===== config.mk =====
export PLATFORM = sky130hd
export DESIGN_NAME = marquee_scroller_flat
export DESIGN_NICKNAME = d
export VERILOG_FILES = /design/src/rtl/marquee_scroller_pkg.sv /design/src/rtl/marquee_scroller_if.sv /design/src/rtl/marquee_scroller_char7seg.sv /design/src/rtl/marquee_scroller.sv /design/src/flat_wrapper.sv
export SDC_FILE = /design/constraint.sdc
export NUM_CORES = 1
export LEC_CHECK = 0
export BUFFER_PORTS_ARGS = -buffer_cell sky130_fd_sc_hd__buf_4
export CAP_MARGIN = 20
export CORE_MARGIN = 1.5
export CORE_UTILIZATION = 50
export DETAILED_ROUTE_END_ITERATION = 12
export HOLD_SLACK_MARGIN = 0.08
export PLACE_DENSITY = 0.67
export SLEW_MARGIN = 20
export SYNTH_ARGS = -nofsm -noshare
export SYNTH_HDL_FRONTEND = slang
export SYNTH_SLANG_ARGS = --single-unit

===== constraint.sdc =====
create_clock -name CLOCK50 -period 24.7 [get_ports CLOCK50]
set_input_delay 3.705 -clock CLOCK50 [delete_from_list [all_inputs] [get_ports CLOCK50]]
set_output_delay 3.705 -clock CLOCK50 [all_outputs]
set_load 0.1 [all_outputs]

===== src/rtl/marquee_scroller_pkg.sv =====
`default_nettype none
// +----------------------------------------------------------------+
// | marquee_pkg: character codes, states and 7-segment font        |
// | Rev 1.0                                                        |
// +----------------------------------------------------------------+
package marquee_pkg;

    localparam int NUM_DIGITS = 6;

    localparam logic [4:0] CH_A     = 5'd10;
    localparam logic [4:0] CH_B     = 5'd11;
    localparam logic [4:0] CH_C     = 5'd12;
    localparam logic [4:0] CH_D     = 5'd13;
    localparam logic [4:0] CH_E     = 5'd14;
    localparam logic [4:0] CH_F     = 5'd15;
    localparam logic [4:0] CH_H     = 5'd16;
    localparam logic [4:0] CH_L     = 5'd17;
    localparam logic [4:0] CH_N     = 5'd18;
    localparam logic [4:0] CH_O     = 5'd19;
    localparam logic [4:0] CH_P     = 5'd20;
    localparam logic [4:0] CH_R     = 5'd21;
    localparam logic [4:0] CH_U     = 5'd22;
    localparam logic [4:0] CH_Y     = 5'd23;
    localparam logic [4:0] CH_DASH  = 5'd24;
    localparam logic [4:0] CH_BLANK = 5'd31;

    localparam logic [6:0] SEG_BLANK = 7'h7F;

    typedef enum logic [1:0] {
        ST_IDLE   = 2'd0,
        ST_SCROLL = 2'd1,
        ST_HOLD   = 2'd2
    } state_t;

    // Active-low segments, bit0 = a ... bit6 = g
    function automatic logic [6:0] seg_decode(input logic [4:0] code);
        logic [6:0] seg;
        case (code)
            5'd0:    seg = 7'h40;
            5'd1:    seg = 7'h79;
            5'd2:    seg = 7'h24;
            5'd3:    seg = 7'h30;
            5'd4:    seg = 7'h19;
            5'd5:    seg = 7'h12;
            5'd6:    seg = 7'h02;
            5'd7:    seg = 7'h78;
            5'd8:    seg = 7'h00;
            5'd9:    seg = 7'h10;
            CH_A:    seg = 7'h08;
            CH_B:    seg = 7'h03;
            CH_C:    seg = 7'h46;
            CH_D:    seg = 7'h21;
            CH_E:    seg = 7'h06;
            CH_F:    seg = 7'h0E;
            CH_H:    seg = 7'h09;
            CH_L:    seg = 7'h47;
            CH_N:    seg = 7'h2B;
            CH_O:    seg = 7'h23;
            CH_P:    seg = 7'h0C;
            CH_R:    seg = 7'h2F;
            CH_U:    seg = 7'h41;
            CH_Y:    seg = 7'h11;
            CH_DASH: seg = 7'h3F;
            default: seg = SEG_BLANK;
        endcase
        return seg;
    endfunction

endpackage
`default_nettype wire


===== src/rtl/marquee_scroller_if.sv =====
`default_nettype none
// +----------------------------------------------------------------+
// | marquee_scroller_if: write port, commands and display outputs  |
// | Rev 1.0                                                        |
// +----------------------------------------------------------------+
interface marquee_scroller_if #(
    parameter int MSG_MAX = 16,
    parameter int CW      = 5
);
    localparam int AW = $clog2(MSG_MAX);

    logic          wr_en;
    logic [AW-1:0] wr_addr;
    logic [CW-1:0] wr_data;
    logic [AW:0]   msg_len;
    logic          start;
    logic          stop;
    logic          dir;
    logic          busy;
    logic          wrap;
    logic [6:0]    HEX5;
    logic [6:0]    HEX4;
    logic [6:0]    HEX3;
    logic [6:0]    HEX2;
    logic [6:0]    HEX1;
    logic [6:0]    HEX0;

    modport master (
        output wr_en, wr_addr, wr_data, msg_len, start, stop, dir,
        input  busy, wrap, HEX5, HEX4, HEX3, HEX2, HEX1, HEX0
    );

    modport slave (
        input  wr_en, wr_addr, wr_data, msg_len, start, stop, dir,
        output busy, wrap, HEX5, HEX4, HEX3, HEX2, HEX1, HEX0
    );

endinterface
`default_nettype wire


===== src/rtl/marquee_scroller_char7seg.sv =====
`default_nettype none
// +----------------------------------------------------------------+
// | char7seg: character code to active-low 7-segment pattern       |
// | Rev 1.0                                                        |
// +----------------------------------------------------------------+
module char7seg
    import marquee_pkg::*;
#(
    parameter int CW = 5
) (
    input  wire logic [CW-1:0] code_i,
    output logic      [6:0]    seg_o
);
    logic [31:0] w_code_ext;

    // Codes outside the 5-bit font range render as blank
    always_comb begin
        w_code_ext = 32'(code_i);
        seg_o      = SEG_BLANK;
        if (w_code_ext < 32'd32) begin
            seg_o = seg_decode(w_code_ext[4:0]);
        end
    end

endmodule
`default_nettype wire


===== src/rtl/marquee_scroller.sv =====
`default_nettype none
// +----------------------------------------------------------------+
// | marquee_scroller: message buffer, scroll sequencer, 6 digits   |
// | Rev 1.0                                                        |
// +----------------------------------------------------------------+
module marquee_scroller
    import marquee_pkg::*;
#(
    parameter int MSG_MAX     = 16,
    parameter int TICK_DIV    = 12500000,
    parameter int PAUSE_TICKS = 4,
    parameter int CW          = 5
) (
    input  wire logic         CLOCK50,
    input  wire logic         reset,
    marquee_scroller_if.slave bus
);
    localparam int AW = $clog2(MSG_MAX);
    localparam int LW = AW + 1;
    localparam int PW = (TICK_DIV > 1) ? $clog2(TICK_DIV) : 1;
    localparam int HW = (PAUSE_TICKS > 1) ? $clog2(PAUSE_TICKS) : 1;
    localparam logic [PW-1:0] PRE_LAST  = PW'(TICK_DIV - 1);
    localparam logic [HW-1:0] HOLD_LAST = (PAUSE_TICKS > 0) ? HW'(PAUSE_TICKS - 1) : '0;
    localparam logic [LW-1:0] LEN_MAX   = LW'(MSG_MAX);

    state_t        state_q, state_d;
    logic [AW-1:0] pos_q,   pos_d;
    logic [LW-1:0] len_q,   len_d;
    logic [PW-1:0] pre_q,   pre_d;
    logic [HW-1:0] hold_q,  hold_d;
    logic [CW-1:0] msg_q [MSG_MAX];
    logic [6:0]    hex_q [NUM_DIGITS];

    logic          w_busy;
    logic          w_tick;
    logic          w_step_wrap;
    logic          w_wrap;
    logic [LW-1:0] w_len_in;
    logic [AW-1:0] w_idx [NUM_DIGITS];
    logic [6:0]    w_seg [NUM_DIGITS];

    assign w_busy      = (state_q != ST_IDLE);
    assign w_tick      = w_busy && (pre_q == PRE_LAST);
    assign w_step_wrap = bus.dir ? (pos_q == '0) : (LW'(pos_q) == (len_q - LW'(1)));

    always_comb begin
        w_len_in = bus.msg_len;
        if (bus.msg_len == '0) begin
            w_len_in = LW'(1);
        end else if (bus.msg_len > LEN_MAX) begin
            w_len_in = LEN_MAX;
        end
    end

    always_comb begin
        state_d = state_q;
        pos_d   = pos_q;
        len_d   = len_q;
        pre_d   = pre_q;
        hold_d  = hold_q;
        w_wrap  = 1'b0;
        if (w_busy) begin
            pre_d = w_tick ? '0 : pre_q + PW'(1);
        end
        // stop outranks start; start while busy falls through as a no-op
        if (w_busy && bus.stop) begin
            state_d = ST_IDLE;
            pre_d   = '0;
        end else begin
            case (state_q)
                ST_IDLE: begin
                    if (bus.start) begin
                        state_d = ST_SCROLL;
                        len_d   = w_len_in;
                        pre_d   = '0;
                        hold_d  = '0;
                        if (LW'(pos_q) >= w_len_in) begin
                            pos_d = '0;
                        end
                    end
                end
                ST_SCROLL: begin
                    if (w_tick) begin
                        if (w_step_wrap) begin
                            w_wrap = 1'b1;
                            pos_d  = bus.dir ? AW'(len_q - LW'(1)) : '0;
                            if (PAUSE_TICKS > 0) begin
                                state_d = ST_HOLD;
                                hold_d  = '0;
                            end
                        end else begin
                            pos_d = bus.dir ? pos_q - AW'(1) : pos_q + AW'(1);
                        end
                    end
                end
                ST_HOLD: begin
                    if (w_tick) begin
                        if (hold_q == HOLD_LAST) begin
                            state_d = ST_SCROLL;
                        end else begin
                            hold_d = hold_q + HW'(1);
                        end
                    end
                end
                default: state_d = ST_IDLE;
            endcase
        end
    end

    // Walk the window one digit at a time so no divider is needed for the modulo
    always_comb begin
        w_idx[0] = pos_q;
        for (int d = 1; d < NUM_DIGITS; d++) begin
            w_idx[d] = ((LW'(w_idx[d-1]) + LW'(1)) == len_q) ? '0 : w_idx[d-1] + AW'(1);
        end
    end

    for (genvar d = 0; d < NUM_DIGITS; d++) begin : g_digit
        char7seg #(.CW(CW)) u_seg (
            .code_i (msg_q[w_idx[d]]),
            .seg_o  (w_seg[d])
        );
    end

    always_ff @(posedge CLOCK50) begin
        if (reset) begin
            state_q <= ST_IDLE;
            pos_q   <= '0;
            len_q   <= LW'(1);
            pre_q   <= '0;
            hold_q  <= '0;
            for (int i = 0; i < MSG_MAX; i++) begin
                msg_q[i] <= CW'(CH_BLANK);
            end
            for (int d = 0; d < NUM_DIGITS; d++) begin
                hex_q[d] <= SEG_BLANK;
            end
        end else begin
            state_q <= state_d;
            pos_q   <= pos_d;
            len_q   <= len_d;
            pre_q   <= pre_d;
            hold_q  <= hold_d;
            if (bus.wr_en) begin
                msg_q[bus.wr_addr] <= bus.wr_data;
            end
            for (int d = 0; d < NUM_DIGITS; d++) begin
                hex_q[d] <= w_seg[d];
            end
        end
    end

    assign bus.busy = w_busy;
    assign bus.wrap = w_wrap;
    assign bus.HEX5 = hex_q[0];
    assign bus.HEX4 = hex_q[1];
    assign bus.HEX3 = hex_q[2];
    assign bus.HEX2 = hex_q[3];
    assign bus.HEX1 = hex_q[4];
    assign bus.HEX0 = hex_q[5];

endmodule
`default_nettype wire

===== src/flat_wrapper.sv =====
// flat-port wrapper written by rule: the top's interface ports become plain ports
module marquee_scroller_flat import marquee_pkg::*;
#(
    parameter int MSG_MAX     = 16,
    parameter int TICK_DIV    = 12500000,
    parameter int PAUSE_TICKS = 4,
    parameter int CW          = 5
)
  (CLOCK50, reset, bus_wr_en, bus_wr_addr, bus_wr_data, bus_msg_len, bus_start, bus_stop, bus_dir, bus_busy, bus_wrap, bus_HEX5, bus_HEX4, bus_HEX3, bus_HEX2, bus_HEX1, bus_HEX0);
  marquee_scroller_if #(.MSG_MAX(MSG_MAX), .CW(CW)) bus_i ();
  input  wire logic CLOCK50;
  input  wire logic reset;
  input wire logic [$bits(bus_i.wr_en)-1:0] bus_wr_en;
  input wire logic [$bits(bus_i.wr_addr)-1:0] bus_wr_addr;
  input wire logic [$bits(bus_i.wr_data)-1:0] bus_wr_data;
  input wire logic [$bits(bus_i.msg_len)-1:0] bus_msg_len;
  input wire logic [$bits(bus_i.start)-1:0] bus_start;
  input wire logic [$bits(bus_i.stop)-1:0] bus_stop;
  input wire logic [$bits(bus_i.dir)-1:0] bus_dir;
  output wire logic [$bits(bus_i.busy)-1:0] bus_busy;
  output wire logic [$bits(bus_i.wrap)-1:0] bus_wrap;
  output wire logic [$bits(bus_i.HEX5)-1:0] bus_HEX5;
  output wire logic [$bits(bus_i.HEX4)-1:0] bus_HEX4;
  output wire logic [$bits(bus_i.HEX3)-1:0] bus_HEX3;
  output wire logic [$bits(bus_i.HEX2)-1:0] bus_HEX2;
  output wire logic [$bits(bus_i.HEX1)-1:0] bus_HEX1;
  output wire logic [$bits(bus_i.HEX0)-1:0] bus_HEX0;
  assign bus_i.wr_en = bus_wr_en;
  assign bus_i.wr_addr = bus_wr_addr;
  assign bus_i.wr_data = bus_wr_data;
  assign bus_i.msg_len = bus_msg_len;
  assign bus_i.start = bus_start;
  assign bus_i.stop = bus_stop;
  assign bus_i.dir = bus_dir;
  assign bus_busy = bus_i.busy;
  assign bus_wrap = bus_i.wrap;
  assign bus_HEX5 = bus_i.HEX5;
  assign bus_HEX4 = bus_i.HEX4;
  assign bus_HEX3 = bus_i.HEX3;
  assign bus_HEX2 = bus_i.HEX2;
  assign bus_HEX1 = bus_i.HEX1;
  assign bus_HEX0 = bus_i.HEX0;
  marquee_scroller #(.MSG_MAX(MSG_MAX), .TICK_DIV(TICK_DIV), .PAUSE_TICKS(PAUSE_TICKS), .CW(CW)) u_core (.CLOCK50(CLOCK50), .reset(reset), .bus(bus_i));
endmodule

==> results of run 1 <==
sequential cells by signal, summed over array words and instances (netlist names), named ones only:
| name | cells |
|---|---|
| u_core.pre_q | 24 |
| u_core.msg_q | 80 |
| u_core.len_q | 5 |
| u_core.hold_q | 2 |
| u_core.state_q | 2 |
| u_core.hex_q | 42 |
| u_core.pos_q | 4 |
how the worst max path moves through the flow:
stage | from | to | slack, ns | cells past startpoint
global placement | u_core.pos_q[0] | u_core.hex_q[0][38] | 9.60 | 51
finish | u_core.pos_q[0] | u_core.hex_q[0][38] | 8.72 | 51
detailed placement | u_core.pos_q[0] | u_core.hex_q[0][38] | 9.26 | 51
CTS | u_core.pos_q[0] | u_core.hex_q[0][41] | 9.19 | 51
global route | u_core.pos_q[0] | u_core.hex_q[0][38] | 7.59 | 51
floorplan | u_core.pos_q[0] | u_core.hex_q[0][36] | 12.21 | 60
power by group:
part	internal [mW]	leakage, nW	switching [mW]
sequential	0.323	1.49	0.0403
clock	0.133	0.275	0.128
combinational	0.672	3.80	1.17
total	1.13	5.56	1.34
Yosys cell counts, types with 21 or more instances:
cell type    n
or2_2       59
edfxtp_1    80
a31oi_1     30
mux4_2      38
a21oi_1     88
nand2b_1    36
a211oi_1    42
nand2_1    224
inv_1       57
and3_1      28
a22oi_1     31
nor2b_1     27
a221oi_1    33
clkbuf_1    76
xnor2_1     21
nand3_1     47
mux2i_1     66
o21ai_0     60
ha_1        44
nor2_1     112
dfxtp_1     83
nor3_1      43
xor2_1      22
cell families (layout without fill, tap and decap cells):
group / after synthesis / after routing / share of synthesized area [%]
fa+ha+maj: 44 / 44 / 3.87
compound gates: 465 / 465 / 23.8
buf+inv: 180 / 179 / 5.46
simple gates: 649 / 649 / 22.3
xor+xnor: 48 / 48 / 3.40
mux: 127 / 127 / 12.6
other cells: 0 / 1 / 0
flops: 163 / 163 / 28.6
critical path: cells and delay by family, from the launching register on:
| kind | cells | cell delay (ns) |
|---|---|---|
| AOI/OAI and AO/OA | 16 | 4.51 |
| buffers and inverters | 11 | 3.73 |
| and+or+nand+nor | 13 | 3.40 |
| adders and majority gates | 6 | 2.68 |
| xor gates and xnor gates | 4 | 0.63 |
| DFF | 1 | 0.62 |
| muxes | 1 | 0.18 |
final cells by class:
type                    count  area, um2
flip-flops and latches    163       4060
well taps                 378        473
clock inverters            15        145
repair buffers             84        631
diodes                      1       2.50
clock buffers              17        425
inverters                  63        236
multi-input cells        1333       9400
fillers                  2553      12500
cells in the final DEF (no fill, tap or decap), types with 47 or more instances in the layout:
cell / netlist / layout
mux2i_1: 66 / 66
edfxtp_1: 80 / 80
or2_2: 59 / 60
o21ai_0: 60 / 60
inv_1: 57 / 57
dfxtp_1: 83 / 83
a21oi_1: 88 / 88
nand2_1: 224 / 224
nand3_1: 47 / 47
buf_4: 5 / 84
nor2_1: 112 / 112
per-layer routing:
| layer | vias to the layer above | global-route usage [%] | wire length (um) |
|---|---|---|---|
| li1 | 6253 | - | - |
| met3 | 244 | 8.03 | 5290 |
| met2 | 870 | 49.0 | 20200 |
| met5 | - | 0 | 0 |
| met4 | 0 | 21.2 | 3570 |
| met1 | 6553 | 44.2 | 19500 |
==> impl_metrics.ini, run 1 <==
[routing]
drc = 0
drt-vias-per-instance = 6.78
dr.pass1.iters = 6
vias = 13900
avgRoutedWirePerCell_um = 23.6
dr.first_iter.drc_count = 1734
ant_nets = 0
drt_wl_total_mm = 48.6

[place]
placed_area_um2 = 14800
hpwl_mm = 33.1
globalplace.congestion = 1.01
portBuffers = 63
post-place-ws_ns = 9.26
dp.cells = 2021

[cts]
clock_latency_ns = 0.45
cts_root_buf = clkbuf_16
post_cts_resized = 0
hold_buffers = 0
htreeDepth = 4
cts_buffers = 17
clkTransAtPathRegs_ns = 0.08
cts_buffer_depth = 2
cts_tree = yes
post_cts_buffers = 0
cts.sink_count = 163

[synthesis]
ys_seq_area_share_pct = 28.6
synth_area_leaders = edfxtp_1 17%, dfxtp_1 12%, mux4_2 6.0%
synthCells = 1676
yosysTopAreaCell = edfxtp_1
synth.net_count = 1740
synth_cell_types = 100
ys_ff_latch = 163
synth_edf_count = 80
yosysWarningCount = 0
yosysTopAreaCellShare_pct = 16.9
async_flop_share_pct = 0
synthFlopType = dfxtp_1
syn_avg_cell_area_um2 = 8.48
mappedNetlistArea_um2 = 14200

[timing]
rsz0062_at_grt = false
hold_viol = 0
slew_viol_final = 0
setup_violations = 0
worst_hold_slack_ns = 0.501
relSlewSlack_pct = 26.5
finalCriticalPeriod_ns = 15.98
fmax_ghz = 0.0626
tns_ns = 0
skew_ns = 0.0168
tightest_slew_ns = 1.10
final.period_utilization_pct = 64.7
setup_ws_ns = 8.72

[worst_hold_path]
worstHoldEndpoint = u_core.hold_q[1]
min_path_cells = 2
min_path_type = reg -> reg
min_from = u_core.hold_q[1]

[power]
p_total_mw = 2.47
power.density_nw_per_um2 = 161
leakage_nw = 5.56
peakVddDrop_v = 0.000123

[floorplan]
dieArea_um2 = 29400
dieHeight_um = 172
fp.dieW_um = 172
core-area_um2 = 27900
start_util_pct = 51.0
pin_count = 64
rows = 61

[critical_path]
slowest_stage = clkinv_1
critPathMostFrequentCell = ha_1
worstPathArrival_ns = 16.28
r2r_slack_ns = 8.72
startpoint_type = register
r2r_end = u_core.hex_q[0][38]
critPathKind = reg -> reg
r2r-start = u_core.pos_q[0]
cp-end-kind = register
crit_fanout = 57
critPathMaxStageDelay_ns = 0.68
critPathRequiredTime_ns = 25.00
ff2ff_path_depth = 51

[global_route]
track_usage_pct = 33.4
antenna_found_initial = 0
grt_pass1_wl_mm = 73.7
grt-ovfl-total = 0
grt_pass1_vias = 12700
grt_max_degree = 58

[layout]
nets = 1726
finalNonFillerCells = 2054
fin_util_pct = 55.2
design_area_um2 = 15400
drive_gt1_share_pct = 15.7
syn2layout_area_growth_pct = 8.20

[outcome]
status = finished, final reports clean

[job]
drv_cap = 0
No activity file was read; power rests on OpenSTA's default activity.
==> inputs of run 2 (changes only) <==
--- a/config.mk
+++ b/config.mk
@@ -5,6 +5,7 @@
 export SDC_FILE = /design/constraint.sdc
 export NUM_CORES = 1
 export LEC_CHECK = 0
+export ABC_AREA = 1
 export BUFFER_PORTS_ARGS = -buffer_cell sky130_fd_sc_hd__buf_4
 export CAP_MARGIN = 20
 export CORE_MARGIN = 1.5
==> constraint.sdc (replaced) <==
create_clock -name CLOCK50 -period 16.25 [get_ports CLOCK50]
set_input_delay 2.4375 -clock CLOCK50 [delete_from_list [all_inputs] [get_ports CLOCK50]]
set_output_delay 2.4375 -clock CLOCK50 [all_outputs]
set_load 0.1 [all_outputs]
==> run 2 against run 1 <==
  * Die area is 4.5% lower
  * Hold slack worse by 0.019 ns
  * Final cell count is 16% higher
  * Via count grew 10%
  * Register-to-register slack worse by 6.0 ns
  * Synthesized cell count increased by 22%
  * Flip-flop and latch count stayed put
  * First-iteration DRC count rose by 25%
  * Clock skew down 0.0025 ns
  * Non-clock buffer count down 12
==> impl_metrics.ini, run 2 <==
[routing]
top_layer = met4
dr.first_iter.drc_count = 2172
drt-met1-wl_mm = 21.6
drt_wl_total_mm = 54.6
ant_nets = 0
avgRoutedWirePerCell_um = 22.9
drc = 0
drt-vias-per-instance = 6.44
wl_met2_mm = 23.4
route.met3.wl_mm = 6.32
vias = 15300
dr.pass1.iters = 10

[timing]
relSlewSlack_pct = 31.3
hold_viol = 0
rsz0062_at_grt = false
skew_ns = 0.0142
final.period_utilization_pct = 83.5
tns_ns = 0
finalCriticalPeriod_ns = 13.56
fmax_ghz = 0.0737
slew_viol_final = 0
tightest_slew_ns = 1.03
setup_ws_ns = 2.69
setup_violations = 0

[synthesis]
syn_avg_cell_area_um2 = 6.62
synthCells = 2047
synthTopCellsByCount = 496 x nand2_1, 219 x nand3_1, 208 x o21ai_0
synth_cell_types = 52
mappedNetlistArea_um2 = 13600
synth.net_count = 2111
yosysTopAreaCell = edfxtp_1
synth_edf_count = 80
synth_area_leaders = edfxtp_1 18%, nand2_1 14%, dfxtp_1 12%
yosysMostFrequentCell = nand2_1
async_flop_share_pct = 0
yosysWarningCount = 0
ys_ff_latch = 163
synthFlopType = dfxtp_1
ys_seq_area_share_pct = 30.0
yosysTopAreaCellShare_pct = 17.7

[critical_path]
cp-end-kind = register
critPathMaxStageDelay_ns = 0.91
r2r_end = u_core.hex_q[0][40]
critPathBufInv = 9
crit_path_start = u_core.pos_q[0]
critPathKind = reg -> reg
ff2ff_path_depth = 54
r2r_slack_ns = 2.69
worstPathArrival_ns = 13.89
critPathMostFrequentCell = nand2_1
slowest_stage = nand2_1
cp-endpoint = u_core.hex_q[0][40]
r2r-start = u_core.pos_q[0]
crit_fanout = 69
critPathRequiredTime_ns = 16.58
crit_cells = 54
path_delay_family = simple AND/OR/NAND/NOR gates
startpoint_type = register

[floorplan]
core-area_um2 = 26800
start_util_pct = 50.6
rows = 60
pin_count = 64
dieHeight_um = 168
fp.dieW_um = 168
dieArea_um2 = 28100

[layout]
antenna_cells = 0
largest_reg_flops = 80
largestRegisters = u_core.msg_q: 80 flops, u_core.hex_q: 42 flops, u_core.pre_q: 24 flops
syn2layout_area_growth_pct = 8.12
nets = 2092
drive_gt1_share_pct = 7.94
mostFrequentLayoutCell = nand2_1
final_cell_mix = 494 x nand2_1, 219 x nand3_1, 208 x o21ai_0
largest-register = u_core.msg_q

[place]
globalplace.congestion = 1.10
hpwl_mm = 40.1
portBuffers = 63
post-place-ws_ns = 3.20

[global_route]
grt-ovfl-total = 0
antenna_found_initial = 1
grt_max_degree = 92
grt_pass1_wl_mm = 82.3
grt_pass1_vias = 13700
track_usage_pct = 38.7

[cts]
cts_root_buf = clkbuf_16
clock_latency_ns = 0.45
hold_buffers = 0
cts_tree = yes
cts_buffers = 17
cts.sink_count = 163
cts_buffer_depth = 2
post_cts_buffers = 0
clkTransAtPathRegs_ns = 0.09
post_cts_resized = 0
htreeDepth = 4

[job]
drv_cap = 0

[worst_hold_path]
min_path_type = reg -> reg

[outcome]
status = finished, final reports clean
==> run 2: cell types whose count changed after synthesis, sizes merged, moves of 29 or more <==
cell,change
mux4,-38
nand3,+181
inv,+161
a22oi,-30
nand2,+289
a211oi,-34
nand2b,-36
or2,-60
o21ai,+144
mux2i,-67
nor2,+48
nor3,-29
and3,-29
o211ai,+64
==> run 2: how the worst min path moves through the flow <==
stage                     startpoint               end  slack (ns)  depth (start not counted)
floorplan           u_core.pre_q[20]  u_core.pre_q[20]        0.45                          2
global placement    u_core.pre_q[20]  u_core.pre_q[20]        0.46                          2
detailed placement  u_core.hold_q[1]  u_core.hold_q[1]        0.47                          2
global route        u_core.hold_q[1]  u_core.hold_q[1]        0.49                          2
finish              u_core.pre_q[20]  u_core.pre_q[20]        0.48                          2
CTS                 u_core.hold_q[1]  u_core.hold_q[1]        0.49                          2
==> run 2: tightest hold or removal path: cells and delay by family (launching register included) <==
| kind | cells | cell delay [ns] |
|---|---|---|
| DFF | 1 | 0.32 |
| AOI/OAI and AO/OA | 1 | 0.06 |
| buffers and inverters | 1 | 0.05 |
==> run 2: per-stage QoR <==
step / utilization, % / area [um2] / hold WS, ns / cells
detailed placement: 52.4 / 14000 / 0.475 / 2350
CTS: 54.7 / 14700 / 0.487 / 2382
global route: 54.7 / 14700 / 0.493 / 2382
finish: 54.7 / 14700 / 0.482 / 2382
global placement: 52.4 / 14000 / 0.459 / 2350
floorplan: - / 13600 / 0.447 / 2047
==> run 2: routing by layer <==
layer  track usage [%]  vias up
met5                 0        -
met4              21.9        0
met3              6.50      198
met2              59.2     1035
met1              51.8     7075
li1                  -     7033
==> run 2: cells by family after synthesis <==
family	share of synthesized area [%]
AND/OR/NAND/NOR	30.7
AO/OA/AOI/OAI	23.8
buffers and inverters	10.1
flip-flops	30.0
adder cells (fa/ha/maj)	4.06
XOR/XNOR	1.36
==> run 2: layout make-up <==
type	count	area [um2]
clock buffers	17	425
flip-flops and latches	163	4070
inverters	227	855
clock inverters	15	203
repair buffers	72	541
multi-input cells	1547	8150
fillers	2684	12100
well taps	341	427
Power of run 2 is left out: the tool's default activity adds up to more than one toggle a clock period on the data nets, which glitch-free logic cannot reach.
